[src/rtl/riscv_pkg.sv]
// Shared definitions for the memory stage: funct3 codes, LSU state encoding
// and the access-size decode used by both the LSU and the load aligner.
package riscv_pkg;

   localparam logic [2:0] F3_LB  = 3'b000;
   localparam logic [2:0] F3_LH  = 3'b001;
   localparam logic [2:0] F3_LW  = 3'b010;
   localparam logic [2:0] F3_LBU = 3'b100;
   localparam logic [2:0] F3_LHU = 3'b101;
   localparam logic [2:0] F3_SB  = 3'b000;
   localparam logic [2:0] F3_SH  = 3'b001;
   localparam logic [2:0] F3_SW  = 3'b010;

   typedef enum logic [1:0] {LSU_IDLE, LSU_REQ, LSU_DONE} lsu_state_t;
   typedef enum logic [1:0] {SZ_B, SZ_H, SZ_W} lsu_size_t;

   // Any funct3 that is not a legal B/H encoding for the direction is a word access.
   function automatic lsu_size_t lsu_size(input logic [2:0] f3, input logic is_store);
      lsu_size_t sz;
      sz = SZ_W;
      if (f3 == F3_SB || (!is_store && f3 == F3_LBU)) begin
         sz = SZ_B;
      end else if (f3 == F3_SH || (!is_store && f3 == F3_LHU)) begin
         sz = SZ_H;
      end
      return sz;
   endfunction

endpackage

[src/rtl/load_align.sv]
// Selects the addressed byte/halfword from a read word and sign- or
// zero-extends it according to funct3.
module load_align
   import riscv_pkg::*;
#(
   parameter int XLEN = 32
) (
   input  logic [XLEN-1:0] word,
   input  logic [1:0]      offset,
   input  logic [2:0]      funct3,
   output logic [XLEN-1:0] data
);

   logic [7:0]  byte_sel;
   logic [15:0] half_sel;

   always_comb begin
      byte_sel = word[{offset, 3'b000} +: 8];
      half_sel = word[{offset[1], 4'b0000} +: 16];
      data     = word;
      case (lsu_size(funct3, 1'b0))
         SZ_B:    data = {{(XLEN-8){byte_sel[7] & ~funct3[2]}}, byte_sel};
         SZ_H:    data = {{(XLEN-16){half_sel[15] & ~funct3[2]}}, half_sel};
         default: data = word;
      endcase
   end

endmodule

[src/rtl/load_store_unit.sv]
// Memory-stage load/store controller: launches one req/ack bus access per
// load/store, stalls the pipeline until it completes, and pulses 'loaded'.
module load_store_unit
   import riscv_pkg::*;
#(
   parameter int XLEN        = 32,
   parameter int ACK_TIMEOUT = 255
) (
   input  logic            clk,
   input  logic            rst,
   input  logic            mem_read,
   input  logic            mem_write,
   input  logic [2:0]      funct3,
   input  logic [XLEN-1:0] addr,
   input  logic [XLEN-1:0] wdata,
   output logic            loaded,
   output logic            mem_stall,
   output logic [XLEN-1:0] rdata,
   output logic            misaligned,
   output logic            bus_err,
   output logic            dmem_req,
   output logic            dmem_we,
   output logic [XLEN-1:0] dmem_addr,
   output logic [XLEN-1:0] dmem_wdata,
   output logic [3:0]      dmem_mask,
   input  logic            dmem_ack,
   input  logic [XLEN-1:0] dmem_rdata
);

   localparam int CNT_W = (ACK_TIMEOUT > 1) ? $clog2(ACK_TIMEOUT) : 1;
   localparam logic [CNT_W-1:0] CNT_LAST = CNT_W'((ACK_TIMEOUT > 0) ? ACK_TIMEOUT - 1 : 0);

   lsu_state_t       state_q, state_d;
   logic             req_q, req_d, we_q, we_d;
   logic             loaded_q, loaded_d, mis_q, mis_d, err_q, err_d;
   logic [XLEN-1:0]  addr_q, addr_d, wdata_q, wdata_d, word_q, word_d;
   logic [3:0]       mask_q, mask_d;
   logic [1:0]       off_q, off_d;
   logic [2:0]       f3_q, f3_d;
   logic [CNT_W-1:0] cnt_q, cnt_d;

   logic             access, aligned, timeout;
   lsu_size_t        size;
   logic [3:0]       st_mask;
   logic [XLEN-1:0]  st_lanes;

   assign access  = mem_read | mem_write;
   assign size    = lsu_size(funct3, mem_write);
   assign timeout = (ACK_TIMEOUT != 0) && (cnt_q == CNT_LAST);

   always_comb begin
      aligned  = 1'b1;
      st_mask  = 4'b1111;
      st_lanes = wdata;
      case (size)
         SZ_B: begin
            st_mask  = 4'b0001 << addr[1:0];
            st_lanes = {4{wdata[7:0]}};
         end
         SZ_H: begin
            aligned  = ~addr[0];
            st_mask  = addr[1] ? 4'b1100 : 4'b0011;
            st_lanes = {2{wdata[15:0]}};
         end
         default: aligned = (addr[1:0] == 2'b00);
      endcase
   end

   always_comb begin
      state_d  = state_q;
      req_d    = req_q;
      we_d     = we_q;
      addr_d   = addr_q;
      wdata_d  = wdata_q;
      mask_d   = mask_q;
      off_d    = off_q;
      f3_d     = f3_q;
      word_d   = word_q;
      cnt_d    = cnt_q;
      loaded_d = 1'b0;
      mis_d    = 1'b0;
      err_d    = 1'b0;
      case (state_q)
         LSU_IDLE: begin
            if (access) begin
               off_d  = addr[1:0];
               f3_d   = funct3;
               word_d = '0;
               if (aligned) begin
                  state_d = LSU_REQ;
                  req_d   = 1'b1;
                  cnt_d   = '0;
                  we_d    = mem_write;
                  addr_d  = {addr[XLEN-1:2], 2'b00};
                  wdata_d = mem_write ? st_lanes : '0;
                  mask_d  = mem_write ? st_mask : 4'b1111;
               end else begin
                  state_d  = LSU_DONE;
                  loaded_d = 1'b1;
                  mis_d    = 1'b1;
               end
            end
         end
         LSU_REQ: begin
            if (dmem_ack) begin
               state_d  = LSU_DONE;
               req_d    = 1'b0;
               loaded_d = 1'b1;
               word_d   = we_q ? '0 : dmem_rdata;
            end else if (timeout) begin
               state_d  = LSU_DONE;
               req_d    = 1'b0;
               loaded_d = 1'b1;
               err_d    = 1'b1;
               word_d   = '0;
            end else begin
               cnt_d = cnt_q + CNT_W'(1);
            end
         end
         default: state_d = LSU_IDLE;
      endcase
   end

   always_ff @(posedge clk or posedge rst) begin
      if (rst) begin
         state_q  <= LSU_IDLE;
         req_q    <= 1'b0;
         we_q     <= 1'b0;
         addr_q   <= '0;
         wdata_q  <= '0;
         mask_q   <= '0;
         off_q    <= '0;
         f3_q     <= '0;
         word_q   <= '0;
         cnt_q    <= '0;
         loaded_q <= 1'b0;
         mis_q    <= 1'b0;
         err_q    <= 1'b0;
      end else begin
         state_q  <= state_d;
         req_q    <= req_d;
         we_q     <= we_d;
         addr_q   <= addr_d;
         wdata_q  <= wdata_d;
         mask_q   <= mask_d;
         off_q    <= off_d;
         f3_q     <= f3_d;
         word_q   <= word_d;
         cnt_q    <= cnt_d;
         loaded_q <= loaded_d;
         mis_q    <= mis_d;
         err_q    <= err_d;
      end
   end

   load_align #(.XLEN(XLEN)) u_align (
      .word   (word_q),
      .offset (off_q),
      .funct3 (f3_q),
      .data   (rdata)
   );

   // Gated by rst so the stall drops together with the abandoned request.
   assign mem_stall  = access & ~loaded_q & ~rst;
   assign loaded     = loaded_q;
   assign misaligned = mis_q;
   assign bus_err    = err_q;
   assign dmem_req   = req_q;
   assign dmem_we    = we_q;
   assign dmem_addr  = addr_q;
   assign dmem_wdata = wdata_q;
   assign dmem_mask  = mask_q;

endmodule

[config.mk]
export PLATFORM = sky130hd
export DESIGN_NAME = load_store_unit
export DESIGN_NICKNAME = d
export VERILOG_FILES = /design/src/rtl/riscv_pkg.sv /design/src/rtl/load_align.sv /design/src/rtl/load_store_unit.sv
export SDC_FILE = /design/constraint.sdc
export NUM_CORES = 1
export LEC_CHECK = 0
export ABC_AREA = 1
export CORE_ASPECT_RATIO = 1.25
export CORE_UTILIZATION = 42
export CTS_BUF_LIST = sky130_fd_sc_hd__clkbuf_4 sky130_fd_sc_hd__clkbuf_8
export DETAILED_ROUTE_END_ITERATION = 8
export GPL_TIMING_DRIVEN = 0
export PLACE_DENSITY_LB_ADDON = 0.25
export SLEW_MARGIN = 20
export SYNTH_ARGS = -nofsm -noshare
export SYNTH_HDL_FRONTEND = slang
export SYNTH_HIERARCHICAL = 1
export SYNTH_SLANG_ARGS = --single-unit
[constraint.sdc]
create_clock -name clk -period 3.5 [get_ports clk]
set_clock_uncertainty 0.2 [all_clocks]
set_input_delay 0.35 -clock clk [delete_from_list [all_inputs] [get_ports clk]]
set_output_delay 0.35 -clock clk [all_outputs]
set_load 0.05 [all_outputs]
### After elaboration in Yosys (flattened, before gate mapping)

Index checks and enable logic that the tools add are counted.

| word-level totals | value |
|---|---|
| output and inout bits | 106 |
| word-level logic and storage cells | 100 |
| register bits | 118 |

| cells by class | value |
|---|---|
| reduce and logical (&&, ||, !) cells | 20 |
| bitwise logic cells | 9 |
| muxes and demuxes | 39 |
| shifts and indexed selects | 3 |
| equal/unequal tests | 15 |
| $add $sub $neg | 1 |

Operator list:

| operator | number |
|---|---|
| $pmux 32 s2 | 3 |
| $mux 32 | 5 |
| $mux 8 | 4 |
| $shiftx 32x6->16 | 1 |
| $shiftx 32x6->8 | 1 |
| $mux 2 | 8 |
| $pmux 8 s2 | 1 |
| $eq 3x3->1 const B | 4 |
| $mux 1 | 11 |
| $add 8x1->8 const B | 1 |
| $eq 8x8->1 const B | 1 |
| $logic_not 2->1 | 4 |
| $mux 4 | 2 |
| $ne 2x2->1 const B | 4 |
| $pmux 4 s2 | 1 |
| $eq 2x1->1 const B | 3 |
| $eq 3x1->1 const B | 2 |
| $logic_not 3->1 | 2 |
| $pmux 1 s2 | 3 |
| $reduce_and 3->1 | 2 |
| $reduce_and 5->1 | 1 |
| $and 1x1->1 | 4 |
| $logic_or 1x1->1 | 4 |
| $not 1->1 | 4 |
| other kinds (9) | 11 |

### Depth between registers and ports, before layout

| logic depth | value |
|---|---|
| depth in word-level cells | 10 |
| gate-level depth with buffers | 10 |

### Cells and area by module

The synthesis kept the hierarchy.

By module, submodules not included:

| module | instances | cells an instance | area an instance (µm²) |
|---|---|---|---|
| load_store_unit | 1 | 629 | 5139.9 |
| load_align | 1 | 140 | 868.3 |

### Least setup slack after synthesis

No wires, ideal clock.

| timing path | value |
|---|---|
| kind | flip-flop to output port |
| start | reg loaded_q, in the netlist loaded |
| end | out mem_stall |
| stages on the path, launching flop included | 2 |
| arrival time | 1.711 ns |
| path slack | 1.239 ns |
| required time | 2.950 ns |
| cell sequence | dfrtp_1 nor3_1 |

| on the way | value |
|---|---|
| cells in the longest elaborated chain, start to end | 3 |

Ends and longest elaborated chain:

| what | line | source |
|---|---|---|
| from (decl) | load_store_unit.sv:35 | `logic loaded_q, loaded_d, mis_q, mis_d, err_q, err_d;` |
| from (signal assigned) | load_store_unit.sv:150 | `loaded_q <= loaded_d;` |
| $not 1->1 | load_store_unit.sv:164 | `assign mem_stall = access & ~loaded_q & ~rst;` |
| $and 1x1->1 (2 in series) | load_store_unit.sv:164 |  |
| to (decl) | load_store_unit.sv:17 | `output logic mem_stall,` |

Every way passes these cells.

### Worst setup path after layout

| timing path | value |
|---|---|
| start | reg f3_q[1] |
| end | out rdata[31] |

| on the way | value |
|---|---|
| cells in the longest elaborated chain, start to end | 6 |
| elaborated cells between the ends (all ways) | 11 |
| those cells by class | 4 x eq/ne; 3 x mux; 4 x reduce/logical |

Ends and longest elaborated chain:

| what | line | source |
|---|---|---|
| from (decl) | load_store_unit.sv:39 | `logic [2:0] f3_q, f3_d;` |
| from (signal assigned) | load_store_unit.sv:133 | `f3_q <= '0;` |
| from (signal assigned) | load_store_unit.sv:147 | `f3_q <= f3_d;` |
| $eq 3x1->1 / $eq 3x3->1 (equally long branches) | riscv_pkg.sv:23 | `end else if (f3 == F3_SH \|\| (!is_store && f3 == F3_LHU)) begin` |
| $logic_or 1x1->1 | riscv_pkg.sv:23 |  |
| $mux 2 | riscv_pkg.sv:23 |  |
| $mux 2 (*) | riscv_pkg.sv:21 | `if (f3 == F3_SB \|\| (!is_store && f3 == F3_LBU)) begin` |
| $eq 2x1->1 / $logic_not 2->1 (equally long branches) | load_align.sv:21 | `case (lsu_size(funct3, 1'b0))` |
| $pmux 32 s2 (*) | load_align.sv:21 |  |
| to (decl) | load_store_unit.sv:18 | `output logic [XLEN-1:0] rdata,` |

Every way passes the cells marked *; elsewhere a longest branch is shown, timed or not.

==> impl_metrics.json <==
{
  "run_status": "finished clean",
  "synth-xor-area-share_pct": 0.146,
  "ir_drop_mv": 0.851,
  "yosys.area.top_type_share_pct": 49.1,
  "min_from": "addr[11]",
  "cts.sinks": 118,
  "power_density_nw_per_um2": 985,
  "antenna_found_initial": 0,
  "synthSimpleGateAreaFrac_pct": 38.5,
  "num_rows": 48,
  "setup_viol": 0,
  "synthAdderAreaFrac_pct": 0.416,
  "firstDrtPassIters": 5,
  "antenna_left": 0,
  "r2r_slack_ns": 1.48,
  "power_frac_clock_pct": 13.9,
  "port_buffers": 207,
  "cts_tree": "built",
  "start_util_pct": 43.3,
  "synth_area_leaders": "dfrtp_1, nand2_1, nand3_1",
  "fin_tns_setup_ns": 0,
  "vias": 5808,
  "drt-total-wl_um": 17600,
  "grt_pass1_vias": 5722,
  "r2r_cells": 6,
  "p_leak_nw": 4.45,
  "final_area_um2": 8780,
  "synth_cells": 769,
  "routedWlPerCell_um": 14.8,
  "final_common_cell": "nand2_1",
  "via_per_inst": 4.88,
  "r2r_start": "state_q[1]$_DFFE_PP0P_",
  "cts-htree-levels": 4,
  "post_dp_cell_area_um2": 8390,
  "rsz0062_at_grt": "false",
  "pwr-share-seq_pct": 27.2,
  "dr.first_iter.drc_count": 370,
  "drive_above_1_share_pct": 11.8,
  "synthMuxAreaShare_pct": 0,
  "worstPathArrival_ns": 2.48,
  "synth_compound_area_share_pct": 5.27,
  "drv_slew": 0,
  "cp_slowest_cell": "clkdlybuf4s50_1",
  "grt_max_degree": 35,
  "ys_ff_latch": 118,
  "diodes": 0,
  "coreArea_um2": 13900,
  "hp-class": "in -> reg",
  "critPathMaxStageDelay_ns": 0.79,
  "relSlewSlack_pct": 61.4,
  "yosys_warnings": 6,
  "max_freq_mhz": 331,
  "holdPathStages": 3,
  "grt_pass1_wl_um": 28000,
  "startpoint_type": "flip-flop",
  "totalPowerFinal_mw": 8.65,
  "overflow": 0,
  "layout_common_cells": "nand2_1, clkdlybuf4s50_1, dfrtp_1, nand3_1, nor2_1",
  "finalWeightedCongestion": 0.930,
  "yosysTopAreaCell": "dfrtp_1",
  "cp.required_ns": 2.95,
  "grtUsageTotal_pct": 24.8,
  "clk_latency_ns": 0.44,
  "finalHoldViolCount": 0,
  "worstHoldEndpoint": "dmem_addr[11]$_DFFE_PP0P_",
  "path_clk_slew_ns": 0.08,
  "dp_hpwl_um": 13400,
  "ctsLongestPathBuffers": 2,
  "drv_cap": 0,
  "syn_to_final_growth_pct": 46.1,
  "fin_crit_ns": 3.03,
  "p_sw_mw": 4.50,
  "clockRootBuffer": "clkbuf_8",
  "netlist_area_um2": 6010,
  "layout.nets": 1107,
  "fill_cells": 1230,
  "worst_setup_path_end_kind": "primary output",
  "die_height_um": 136,
  "critical_path_class": "reg -> out",
  "netSwitchingFraction_pct": 52.1,
  "holdWs_ns": 0.233,
  "dpl.cell_count": 1156,
  "path_max_fanout": 10,
  "yosysUniqueCellTypes": 35,
  "yosysSeqAreaShare_pct": 49.1,
  "cts_inserted_buffers": 17,
  "die_w_um": 109,
  "r2r-end": "word_q[15]$_DFFE_PP0P_",
  "p_int_mw": 4.14,
  "avgSynthCellArea_um2": 7.81,
  "route.detailed.drc": 0,
  "worst_pin_slew_ns": 0.578,
  "synth_top_family_by_area": "simple AND/OR/NAND/NOR gates",
  "dieArea_um2": 14800,
  "crit_chain": "buf_6 -> nor2_8 -> nand3_4 -> buf_4 -> nand3_2 -> clkdlybuf4s50_1",
  "combPwrFrac_pct": 58.9,
  "pin_count": 210,
  "fin_crit_sh_pct": 86.4,
  "fin_cells": 1189
}
layout make-up:
| type | count | area (µm²) | share of cell area (%) |
|---|---|---|---|
| Inverter | 33 | 130 | 1.48 |
| Sequential cell | 118 | 2950 | 33.6 |
| Clock inverter | 15 | 141 | 1.61 |
| Multi-Input combinational cell | 579 | 2670 | 30.4 |
| Clock buffer | 17 | 234 | 2.66 |
| Buffer | 40 | 263 | 2.99 |
| Tap cell | 175 | 219 | 2.49 |
| Timing Repair Buffer | 212 | 2170 | 24.7 |
per-layer routing:
metal	vias to the layer above	wire length [µm]	global-route usage, %	share of wire (%)
met2	223	8490	41.3	48
met1	2645	7050	29.2	40
met3	38	1500	8.03	8.5
met5	-	0	0	0
met4	0	526	10.1	3.0
li1	2902	-	-	-
Yosys cell counts:
cell type / number
nand3_4: 1
nand2_4: 6
clkbuf_1: 8
buf_4: 7
nor2_4: 1
dfrtp_1: 118
nand3b_1: 1
o21ai_0: 15
o221ai_1: 1
nor3_1: 2
a21oi_1: 25
o21bai_1: 1
nor2_2: 4
buf_2: 19
o21ai_1: 17
buf_12: 2
nand3_2: 21
nand4_1: 9
ha_1: 2
inv_1: 25
nor3_2: 1
o21a_1: 1
nand3_1: 61
xnor2_1: 1
a22oi_1: 1
inv_2: 7
nor2_1: 34
buf_6: 4
nand2_2: 6
nand2_8: 1
nand2_1: 362
conb_1: 1
nor2_8: 2
nor3b_1: 1
inv_4: 1
cell families (layout without fill, tap and decap cells):
group | after synthesis | count (layout)
other cells | 1 | 2
simple gates | 513 | 513
fa+ha+maj | 2 | 2
compound gates | 61 | 61
flops | 118 | 118
buf+inv | 73 | 317
xor+xnor | 1 | 1
how the worst max path moves through the flow:
stage / startpoint / end / slack, ns / cells after the start
final: f3_q[1]$_DFFE_PP0P_ / rdata[31] / 0.47 / 6
after global routing: off_q[1]$_DFFE_PP0P_ / rdata[4] / 0.28 / 7
after CTS: off_q[1]$_DFFE_PP0P_ / rdata[13] / 0.46 / 10
after detailed placement: mem_write / mem_stall / 0.93 / 4
after global placement: rst / word_q[21]$_DFFE_PP0P_ / 0.33 / 2
after floorplan: loaded$_DFF_PP0_ / mem_stall / 1.24 / 1
power by group through the flow:
stage               combinational [mW]  sequential [mW]  clock, mW
CTS                               5.12             2.35       1.22
floorplan                         2.26             3.46          0
global placement                  5.06             2.35          0
global route                      5.43             2.42       1.29
detailed placement                5.12             2.35          0
finish                            5.09             2.35       1.20
flip-flops by register name, summed over array words and instances (netlist names):
| name | flops |
|---|---|
| bus_err | 1 |
| cnt_q | 8 |
| dmem_addr | 30 |
| dmem_mask | 4 |
| dmem_req | 1 |
| dmem_wdata | 32 |
| dmem_we | 1 |
| f3_q | 3 |
| loaded | 1 |
| misaligned | 1 |
| off_q | 2 |
| state_q | 2 |
| word_q | 32 |
critical path: cells and delay by family, from the launching register on:
family,cells,cell delay (ns)
buf+inv,3,1.19
flops,1,0.40
simple gates,3,0.45
metrics by stage:
stage / setup slack (ns) / utilization (%)
CTS: 0.456 / 63.3
global route: 0.277 / 63.3
global placement: 0.330 / 59.9
finish: 0.475 / 63.3
floorplan: 1.24 / -
detailed placement: 0.932 / 60.5
timing repair:
action | in CTS | in global routing
hold buffers | 1 | 0
buffers inserted | 0 | 0
endpoints found under the hold margin | 1 | 0
gates resized for setup | 0 | 0
(Power assumes the default switching activity.)
